[config.mk]
export PLATFORM = sky130hd
export DESIGN_NAME = seg7_scan_mux
export DESIGN_NICKNAME = d
export VERILOG_FILES = /design/src/rtl/seg7_scan_mux.sv
export SDC_FILE = /design/constraint.sdc
export NUM_CORES = 1
export LEC_CHECK = 0
export CAP_MARGIN = 20
export CORE_MARGIN = 5
export CORE_UTILIZATION = 49
export DETAILED_ROUTE_END_ITERATION = 12
export PLACE_DENSITY = 0.72
export REMOVE_ABC_BUFFERS = 1
export SYNTH_ARGS = -nofsm -noshare
export SYNTH_HDL_FRONTEND = slang
export SYNTH_SLANG_ARGS = --single-unit
[constraint.sdc]
create_clock -name clk -period 5.5 [get_ports clk]
set_input_delay 1.1 -clock clk [delete_from_list [all_inputs] [get_ports clk]]
set_output_delay 1.1 -clock clk [all_outputs]
set_load 0.1 [all_outputs]
[src/rtl/seg7_scan_mux.sv]
// ---------------------------------------------------------------------------
// seg7_scan_mux
//
// Time-multiplexed driver for an N_DIGITS seven-segment display. A packed hex
// value is captured on a load strobe into a shadow register and committed to
// the display register only at a frame boundary, so a frame never shows a mix
// of old and new digits. One digit is driven per refresh slot of REFRESH_DIV
// clock cycles.
//
// Parameters
//   N_DIGITS     number of digits scanned (>= 2)
//   REFRESH_DIV  clock cycles per digit slot (>= 2)
//
// Ports
//   clk         single clock, all state on the rising edge
//   rst         synchronous active-high reset
//   load        single-cycle strobe, captures value
//   value       packed nibbles, digit 0 = value[3:0]
//   enable      display enable; low blanks seg/dig_en, scanning continues
//   seg         {a,b,c,d,e,f,g}, active-high, registered
//   dig_en      one-hot digit select, active-high, registered
//   pending     a loaded value is waiting for the next frame boundary
//   frame_done  one-cycle pulse per completed frame, coincident with dig_en
//               returning to digit 0
//
// Build option
//   LEADING_ZERO_BLANK_EN  when defined, digits above the most significant
//                          nonzero nibble show seg=0 (digit 0 never blanks).
// ---------------------------------------------------------------------------
module seg7_scan_mux #(
  parameter int N_DIGITS    = 4,
  parameter int REFRESH_DIV = 1000
) (
  input  logic                  clk,
  input  logic                  rst,
  input  logic                  load,
  input  logic [4*N_DIGITS-1:0] value,
  input  logic                  enable,
  output logic [6:0]            seg,
  output logic [N_DIGITS-1:0]   dig_en,
  output logic                  pending,
  output logic                  frame_done
);

  localparam int PW = $clog2(REFRESH_DIV);
  localparam int IW = $clog2(N_DIGITS);
  localparam logic [PW-1:0] PRESC_LAST = PW'(REFRESH_DIV - 1);
  localparam logic [IW-1:0] IDX_LAST   = IW'(N_DIGITS - 1);

  logic [PW-1:0]              presc;
  logic [IW-1:0]              idx;
  logic [4*N_DIGITS-1:0]      display;
  logic [4*N_DIGITS-1:0]      shadow;
  logic                       boundary_q;

  logic                       at_tc;
  logic                       boundary;
  logic [N_DIGITS-1:0][3:0]   disp_nib;
  logic [N_DIGITS-1:0]        onehot;
  logic                       blank;

  // Nibble -> {a,b,c,d,e,f,g}, active-high.
  function automatic logic [6:0] encode_hex(input logic [3:0] nib);
    encode_hex = 7'b0000000;
    case (nib)
      4'h0: encode_hex = 7'b1111110;
      4'h1: encode_hex = 7'b0110000;
      4'h2: encode_hex = 7'b1101101;
      4'h3: encode_hex = 7'b1111001;
      4'h4: encode_hex = 7'b0110011;
      4'h5: encode_hex = 7'b1011011;
      4'h6: encode_hex = 7'b1011111;
      4'h7: encode_hex = 7'b1110000;
      4'h8: encode_hex = 7'b1111111;
      4'h9: encode_hex = 7'b1111011;
      4'hA: encode_hex = 7'b1110111;
      4'hB: encode_hex = 7'b0011111;
      4'hC: encode_hex = 7'b1001110;
      4'hD: encode_hex = 7'b0111101;
      4'hE: encode_hex = 7'b1001111;
      4'hF: encode_hex = 7'b1000111;
    endcase
  endfunction

  assign disp_nib = display;
  assign at_tc    = (presc == PRESC_LAST);
  // Last cycle of the last digit slot: the only point where the display
  // register may change.
  assign boundary = at_tc && (idx == IDX_LAST);

  // NOTE: every signal driven from always_comb gets a default first, so no
  // path can leave it unassigned and infer a latch.
  always_comb begin
    onehot      = '0;
    onehot[idx] = 1'b1;
  end

`ifdef LEADING_ZERO_BLANK_EN
  logic [IW-1:0] msd;

  // Highest nonzero digit; stays 0 for an all-zero value so digit 0 is
  // always lit.
  always_comb begin
    msd = '0;
    for (int i = 0; i < N_DIGITS; i++) begin
      if (disp_nib[i] != 4'h0) msd = IW'(i);
    end
  end

  assign blank = (idx > msd);
`else
  assign blank = 1'b0;
`endif

  // NOTE: sequential state uses non-blocking assignments so every register
  // samples the pre-edge values, independent of statement order.
  always_ff @(posedge clk) begin
    if (rst) begin
      presc      <= '0;
      idx        <= '0;
      display    <= '0;
      shadow     <= '0;
      pending    <= 1'b0;
      boundary_q <= 1'b0;
      frame_done <= 1'b0;
      seg        <= '0;
      dig_en     <= '0;
    end else begin
      presc <= at_tc ? '0 : presc + PW'(1);
      if (at_tc) idx <= (idx == IDX_LAST) ? '0 : idx + IW'(1);

      if (boundary) begin
        // A load on the boundary wins over (and discards) any older shadow.
        if (load)         display <= value;
        else if (pending) display <= shadow;
        pending <= 1'b0;
      end else if (load) begin
        shadow  <= value;
        pending <= 1'b1;
      end

      // Delayed by one extra stage so the pulse lines up with the registered
      // dig_en returning to digit 0.
      boundary_q <= boundary;
      frame_done <= boundary_q;

      seg    <= (enable && !blank) ? encode_hex(disp_nib[idx]) : 7'b0000000;
      dig_en <= enable ? onehot : '0;
    end
  end

endmodule

# After elaboration in Yosys (flattened, before gate mapping)
# Memories as Yosys holds them, arrays and structs flattened. A register that Yosys moved wholly into a read port is not among the register bits.
# Index checks and enable logic that the tools add are counted.
op_classes:
  addsub: 2
  order_cmp: 2
  eq_ne: 2
  muxes: 7
  n_bitwise: 2
  n_reduce_logical: 8
op_table:
  columns: ["operator", "n"]
  rows:
  - ["16-bit 2-to-1 mux", 2]
  - ["10-bit by 1-bit adder with 10-bit output, second input constant", 1]
  - ["10-bit == test, second input constant", 1]
  - ["4-bit binary-select mux with 2-bit select", 1]
  - ["2-bit OR reduction", 3]
  - ["4-bit 2-to-1 mux", 1]
  - ["2-bit AND reduction", 2]
  - ["2-bit by 3-bit less-than comparator with 1-bit output, second input constant", 1]
  - ["2-bit by 1-bit adder with 2-bit output, second input constant", 1]
  - ["1-bit demux with 2-bit select", 1]
  - ["2-bit == test, second input constant", 1]
  - ["2-bit by 1-bit greater-or-equal comparator with 1-bit output, second input constant", 1]
  - ["1-bit logical AND", 2]
  - ["2-bit 2-to-1 mux", 1]
  - ["1-bit inverter", 2]
  - ["2-bit nonzero test", 1]
  - ["1-bit 2-to-1 mux", 1]
word_totals:
  regBits: 51
  rom_bits: 112
  input_bits: 20
  out_inout_bits: 13
  memories: 1
memory_table:
  columns: ["name", "words", "word_bits", "rd", "rd_ports_with_merged_regs", "write_ports", "line_no", "rtl"]
  rows:
  - ["(name not given)", 16, 7, 1, 1, 0, "65", "case (nib)"]

# Depth between registers and ports, before layout
# Gate-level depths: netlist (run 1).
depth:
  ltp_word: 4
  depth_mapped: 7
  ltp_nobuf: 6

# Least setup slack after synthesis (run 1)
# Ideal clock, no wire load.
synth_timing:
  path_type: "input to register"
  from: "input port load"
  to: "register display[10], in the netlist disp_nib[10]"
  arrival_time_ps: 2319
  required_ps: 5414
  setup_slack_ps: 3095
  cell_stages: 7
  path_buffers: 4
  cell_sequence: "buf_2 or2_2 buf_2 and2_0 buf_2 buf_4 a211oi_1"
synth_via:
  elab_chain_len: 2
  elab_cells_between_ends: 3
  classes_between: "1 x mux; 2 x reduce/logical"
synth_lines:
  columns: ["item", "line_no", "rtl"]
  rows:
  - ["start, declared", "36", "input logic load,"]
  - ["2-bit nonzero test (no source line)", null, null]
  - ["2-bit AND reduction (no source line)", null, null]
  - ["end signal, assigned", "134", "if (load) display <= value;"]
  - ["end signal, assigned", "135", "else if (pending) display <= shadow;"]
  - ["end, declared", "52", "logic [4*N_DIGITS-1:0] display;"]
# Several ways; a longest one is shown, not always the timed one.
# A chain may end at the register's enable or synchronous reset.

# Worst setup path after layout (run 1)
layout_timing:
  from: "register pending"
  to: "output port pending"
layout_lines:
  columns: ["item", "line_no", "rtl"]
  rows:
  - ["start, declared", "41", "output logic pending,"]
  - ["start signal, assigned", "123", "pending <= 1'b0;"]
  - ["start signal, assigned", "136", "pending <= 1'b0;"]
  - ["start signal, assigned", "139", "pending <= 1'b1;"]
# No word-level cell between the ends.

==> results of run 1 <==
[area by class of cell]
type	instances	area [um2]	area share
inverter	9	33.78	0.01085
sequential	58	1161	0.3730
multi-input combinational	172	1330	0.4273
clock buffer	10	137.6	0.04421
timing repair buffer	35	342.8	0.1101
tap	70	87.58	0.02814
clock inverter	4	20.02	0.006431
[cells by family (layout without fill, tap and decap cells)]
kind of cell | count (synthesis) | count (layout) | synth area share
muxes | 39 | 39 | 0.1689
xor gates and xnor gates | 8 | 8 | 0.02687
DFF | 58 | 58 | 0.4453
AOI/OAI and AO/OA | 48 | 48 | 0.1257
buffers and inverters | 26 | 58 | 0.04463
adders and majority gates | 12 | 12 | 0.05758
and+or+nand+nor | 65 | 65 | 0.1310
[cell usage after synthesis, types with 3 or more instances]
cell      count
nor2_1       34
buf_2         6
clkbuf_1      8
nand2_1       6
inv_1         9
nor3_1        3
and2_1        3
xnor2_1       6
dfxtp_1      58
or2_2         3
o21ai_0       4
nor2b_1       4
a21oi_1      20
a211oi_1     16
mux2i_1      35
mux4_2        4
ha_1         12
[power by group]
part | total (W) | switching [W] | internal, W
sequential | 0.000438 | 0.00000563 | 0.000432
combinational | 0.0000875 | 0.0000519 | 0.0000356
clock | 0.000321 | 0.000154 | 0.000167
total | 0.000846 | 0.000211 | 0.000635
[metrics by stage]
stage          hold slack (ns)  utilization  setup slack, ns  power [W]
2_1_floorplan           0.4138            -            3.194  0.0004994
4_1_cts                 0.4517       0.6056            2.569  0.0008560
6_report                0.4438       0.6056            2.581  0.0008461
3_3_place_gp            0.4235       0.5750            2.296  0.0005346
3_5_place_dp            0.4377       0.5750            2.223  0.0005358
5_1_grt                 0.4747       0.6056            2.337  0.0008829
[state kept, by name (all words and copies together), names as in the netlist]
signal      flops
pending         1
frame_done      1
dig_en          4
presc          10
idx             2
boundary_q      1
disp_nib       16
seg             7
shadow         16
[final timing paths]
path	from	endpoint	slack, ns	cells after the start
worst min register to register	boundary_q	frame_done	0.44	1
worst min-delay path	boundary_q	frame_done	0.44	1
worst max-delay path	pending	pending	2.58	1
worst max register to register	idx[0]	disp_nib[9]	2.65	5
[placed cells by master, fill, tap and decap left out, types with 9 or more instances in the layout]
cell / n
nor2_1: 34
a21oi_1: 20
a211oi_1: 16
mux2i_1: 35
inv_1: 9
clkdlybuf4s50_1: 32
ha_1: 12
clkbuf_8: 10
dfxtp_1: 58
[metal layers]
layer / vias to the layer above / part of all wire / global-route usage / routed length (um)
met5: - / 0 / 0 / 0
met4: 0 / 0.028 / 0.08618 / 124
met3: 12 / 0.049 / 0.03564 / 221
met2: 33 / 0.45 / 0.2208 / 1993
met1: 853 / 0.48 / 0.1643 / 2137
li1: 957 / - / - / -
==> impl_metrics.csv, run 1 <==
group,metric,value,unit
yosys,ys_warn_count,0,
place,dp_hpwl,3155,um
drt,via_per_inst,5.182,
finish,layout-drive-gt1-share,0.1042,
drt,vias,1855,
place,dpl_cell_area,2955,um2
yosys,synthesis.area,2608,um2
power_and_ir_drop,p_per_area,271.8,nW/um2
finish,layout.cells.non_filler,358,
place,dp.cells,344,
global_route,grt_max_degree,30,
die,rows,26,
clock_network,clock_sinks,58,
finish,antenna_cells,0,
global_route,grt_overflow,0,
sta,setup_viol,0,
worst_setup_path,cp_data_required_time,4.40,ns
sta,max_freq,342.6,MHz
drt,routed_wl,4477,um
worst_setup_path,critPathBufInv,1,
place,gp_congestion,0.8470,
sta,finalSetupTns,0,ns
clock_network,clk_latency,0.33,ns
worst_setup_path,path_cells,"clkdlybuf4s50_1",
flow_run,maxCapViolCount,0,
worst_setup_path,path_max_fanout,2,
worst_setup_path,cp_top_family,"buffers and inverters",
yosys,synth_edf_count,0,
worst_setup_path,slowest_delay,1.14,ns
sta,fin_crit,2.919,ns
yosys,yosysTopAreaCellShare,0.4453,
clock_network,ctsHoldBuffers,0,
clock_network,path_clk_slew,0.06,ns
die,pin_count,33,
die,core_area,5140,um2
power_and_ir_drop,power.leakage,1.235,nW
worst_setup_path,end_kind,"output pin",
drt,drcViolationCount,0,
sta,tightest_slew,0.9767,ns
clock_network,root_buffer,"clkbuf_8",
drt,routedWlPerCell,12.51,um
clock_network,cts_max_path_buffers,2,
power_and_ir_drop,peakVddDrop,0.0001617,V
global_route,grt_pass1_vias,1769,
sta,fin_crit_sh,0.5307,
clock_network,cts_htree_levels,3,
clock_network,cts_tree,"done",
yosys,async_flop_share,0,
drt,antenna_left,0,
global_route,antenna_found_initial,0,
yosys,yosys.area.top_type,"dfxtp_1",
finish,design_area,3113,um2
run_status,status,"finished clean",
worst_setup_path,cp_slowest_cell,"clkdlybuf4s50_1",
global_route,grt_pass1_wl,7824,um
sta,rsz0062_at_grt,"false",
finish,finalNetCount,317,
yosys,yosysSeqAreaShare,0.4453,
sta,finalClockSkew,0.005683,ns
drt,drt_pass1_iterations,4,
clock_network,cts.repair.resized,0,
worst_setup_path,startpoint_type,"register",
die,die_x,82.95,um
sta,relSlewSlack,0.3468,
worst_setup_path,path_class,"reg2out",
yosys,synthFlopType,"dfxtp_1",
yosys,ys_types,37,
sta,hold_viol_final,0,
worst_setup_path,crit_arrival,1.82,ns
drt,drt_iter0_drc,56,
yosys,syn_area_per_cell,10.19,um2
clock_network,cts_buffers,9,
yosys,synth.top_cells.by_area,"dfxtp_1, mux2i_1, ha_1",
clock_network,postCtsSetupRepairBufs,0,
sta,drv_slew,0,
place,numPortBuffers,32,
yosys,synthCells,256,
die,die-area,6881,um2
die,die_y,82.95,um
die,start_util,0.5073,
global_route,grt_use_total,0.1380,
yosys,synth-seq-cells,58,
finish,fillers,484,
worst_hold_path,hold_path.class,"reg2reg",
finish,area_growth,19.39,%
Power figures use the tool's default switching activity.
==> run 2: changes to the inputs <==
--- a/config.mk
+++ b/config.mk
@@ -9,7 +9,7 @@
 export CORE_MARGIN = 5
 export CORE_UTILIZATION = 49
 export DETAILED_ROUTE_END_ITERATION = 12
-export PLACE_DENSITY = 0.72
+export PLACE_DENSITY = 0.75
 export REMOVE_ABC_BUFFERS = 1
 export SYNTH_ARGS = -nofsm -noshare
 export SYNTH_HDL_FRONTEND = slang
==> constraint.sdc (replaced) <==
create_clock -name clk -period 2.38 [get_ports clk]
set_input_delay 0.476 -clock clk [delete_from_list [all_inputs] [get_ports clk]]
set_output_delay 0.476 -clock clk [all_outputs]
set_load 0.1 [all_outputs]
==> run 2 against run 1 <==
  * Hold slack improved by 0.0088 ns
  * Utilization grew 1.1 points
  * First-iteration DRC count is 3.6% higher
  * Clock power grew to 2.9 times the previous value
  * Cell count rose by 2.0%
  * Via count is 0.92% higher
  * Total power grew to 2.5 times the previous value
  * Largest power group unchanged
  * Clock skew grew 0.0012 ns
  * Global-route usage grew 1.2 points
==> impl_metrics.csv, run 2 (same netlist as run 1, synthesis figures left out) <==
group,metric,value,unit
worst_setup_path,cp_data_required_time,2.55,ns
finish,layout.cells.non_filler,365,
power_and_ir_drop,p_per_area,675.5,nW/um2
worst_hold_path,whs_endpoint,"presc[0]",
sta,rsz0062_at_grt,"false",
sta,tightest_slew,0.8304,ns
sta,fin_crit_sh,0.9040,
worst_hold_path,hold_path.class,"reg2reg",
global_route,antenna_found_initial,0,
place,gp_congestion,0.8218,
sta,finalClockSkew,0.006857,ns
die,start_util,0.5073,
drt,routedWlPerCell,13.25,um
global_route,grt_max_degree,26,
sta,fin_crit,2.151,ns
finish,layout-drive-gt1-share,0.1661,
die,core_area,5140,um2
sta,finalSetupTns,0,ns
clock_network,clock_sinks,58,
finish,design_area,3172,um2
worst_setup_path,ff2ff_path_depth,5,
worst_hold_path,hold_path.startpoint,"presc[0]",
clock_network,root_buffer,"clkbuf_8",
die,die_x,82.95,um
worst_setup_path,regToRegSetupSlack,0.23,ns
finish,antenna_cells,0,
place,place_worst_setup_slack,0.2467,ns
finish,finalNetCount,323,
worst_hold_path,whs_path_depth,1,
drt,drt_pass1_iterations,4,
drt,routed_wl,4838,um
place,numPortBuffers,32,
sta,final.setup.worst_slack,0.2285,ns
worst_setup_path,crit_arrival,2.32,ns
global_route,grt_pass1_wl,8418,um
power_and_ir_drop,power.leakage,1.306,nW
worst_setup_path,end_kind,"register",
run_status,status,"finished clean",
worst_setup_path,path_class,"reg2reg",
place,dp_hpwl,3455,um
drt,dr_wl_met3,266,um
place,dp.cells,350,
drt,route.met2.wl,2148,um
drt,drt_iter0_drc,58,
sta,hold_viol_final,0,
power_and_ir_drop,p_total,0.002143,W
clock_network,cts_max_path_buffers,2,
clock_network,cts_htree_levels,3,
worst_setup_path,path_max_fanout,16,
sta,max_freq,464.8,MHz
place,dpl_cell_area,2968,um2
drt,drcViolationCount,0,
worst_setup_path,startpoint_type,"register",
drt,via_per_inst,5.129,
clock_network,clk_latency,0.33,ns
sta,drv_slew,0,
sta,setup_viol,0,
worst_setup_path,r2r_start,"idx[0]",
clock_network,path_clk_slew,0.06,ns
worst_setup_path,reg2reg_to,"disp_nib[3]",
drt,vias,1872,
clock_network,postCtsSetupRepairBufs,0,
drt,highest_layer,"met4",
global_route,grt_overflow,0,
finish,layout_common_cells,"dfxtp_1, mux2i_1, nor2_1",
die,pin_count,33,
finish,area_growth,21.64,%
clock_network,cts.repair.resized,0,
global_route,grt_use_total,0.1496,
finish,final_common_cell,"dfxtp_1",
clock_network,cts_buffers,9,
finish,fillers,469,
drt,antenna_left,0,
die,die_y,82.95,um
global_route,grt_pass1_vias,1835,
power_and_ir_drop,peakVddDrop,0.0003873,V
sta,relSlewSlack,0.4461,
die,die-area,6881,um2
clock_network,cts_tree,"done",
flow_run,maxCapViolCount,0,
die,rows,26,
drt,drt-met1-wl,2330,um
clock_network,ctsHoldBuffers,0,
[run 2: critical path: stages (launching register included)]
cell and delay (ns):
dfxtp_1 0.49, ha_1 0.22, inv_1 0.11, nor4_4 0.30, and2_0 0.70, a211oi_1 0.16
[run 2: final cells by class]
type	instances	area (um2)	area share
Tap cell	70	87.58	0.02761
Sequential cell	58	1161	0.3661
Clock buffer	13	168.9	0.05325
Inverter	9	33.78	0.01065
Timing Repair Buffer	41	355.3	0.1120
Clock inverter	2	35.03	0.01105
Multi-Input combinational cell	172	1330	0.4193
[run 2: metal layers]
| metal | track usage | vias up |
|---|---|---|
| met4 | 0.06686 | 0 |
| met3 | 0.05347 | 9 |
| met1 | 0.1843 | 859 |
| li1 | - | 961 |
| met5 | 0 | - |
| met2 | 0.2340 | 43 |
[run 2: how the worst max path moves through the flow]
stage                               to  slack (ns)    from
after floorplan            disp_nib[0]        0.07  idx[0]
final                      disp_nib[3]        0.23  idx[0]
after detailed placement  disp_nib[15]        0.25  idx[0]
after CTS                 disp_nib[15]        0.20  idx[0]
after global routing      disp_nib[11]      0.0003  idx[0]
after global placement     disp_nib[2]        0.32  idx[0]
[run 2: per-stage QoR]
| stage | utilization | hold WS [ns] |
|---|---|---|
| 2_1_floorplan | - | 0.4138 |
| 3_3_place_gp | 0.5774 | 0.4276 |
| 3_5_place_dp | 0.5774 | 0.4460 |
| 4_1_cts | 0.6171 | 0.4573 |
| 5_1_grt | 0.6171 | 0.4864 |
| 6_report | 0.6171 | 0.4526 |
[run 2: power by group]
| part | switching [W] | leakage [nW] | internal, W | total [W] |
|---|---|---|---|---|
| clock network | 0.000362 | 0.106 | 0.000562 | 0.000924 |
| registers | 0.0000133 | 0.473 | 0.000999 | 0.00101 |
| logic | 0.000123 | 0.727 | 0.0000835 | 0.000207 |
==> run 3: changes to the inputs <==
--- a/config.mk
+++ b/config.mk
@@ -8,6 +8,7 @@
 export CAP_MARGIN = 20
 export CORE_MARGIN = 5
 export CORE_UTILIZATION = 49
+export CTS_CLUSTER_DIAMETER = 50
 export DETAILED_ROUTE_END_ITERATION = 12
 export PLACE_DENSITY = 0.75
 export REMOVE_ABC_BUFFERS = 1
==> results of run 3 <==
No change in the layout: final DEF, timing and power equal those of run 2.
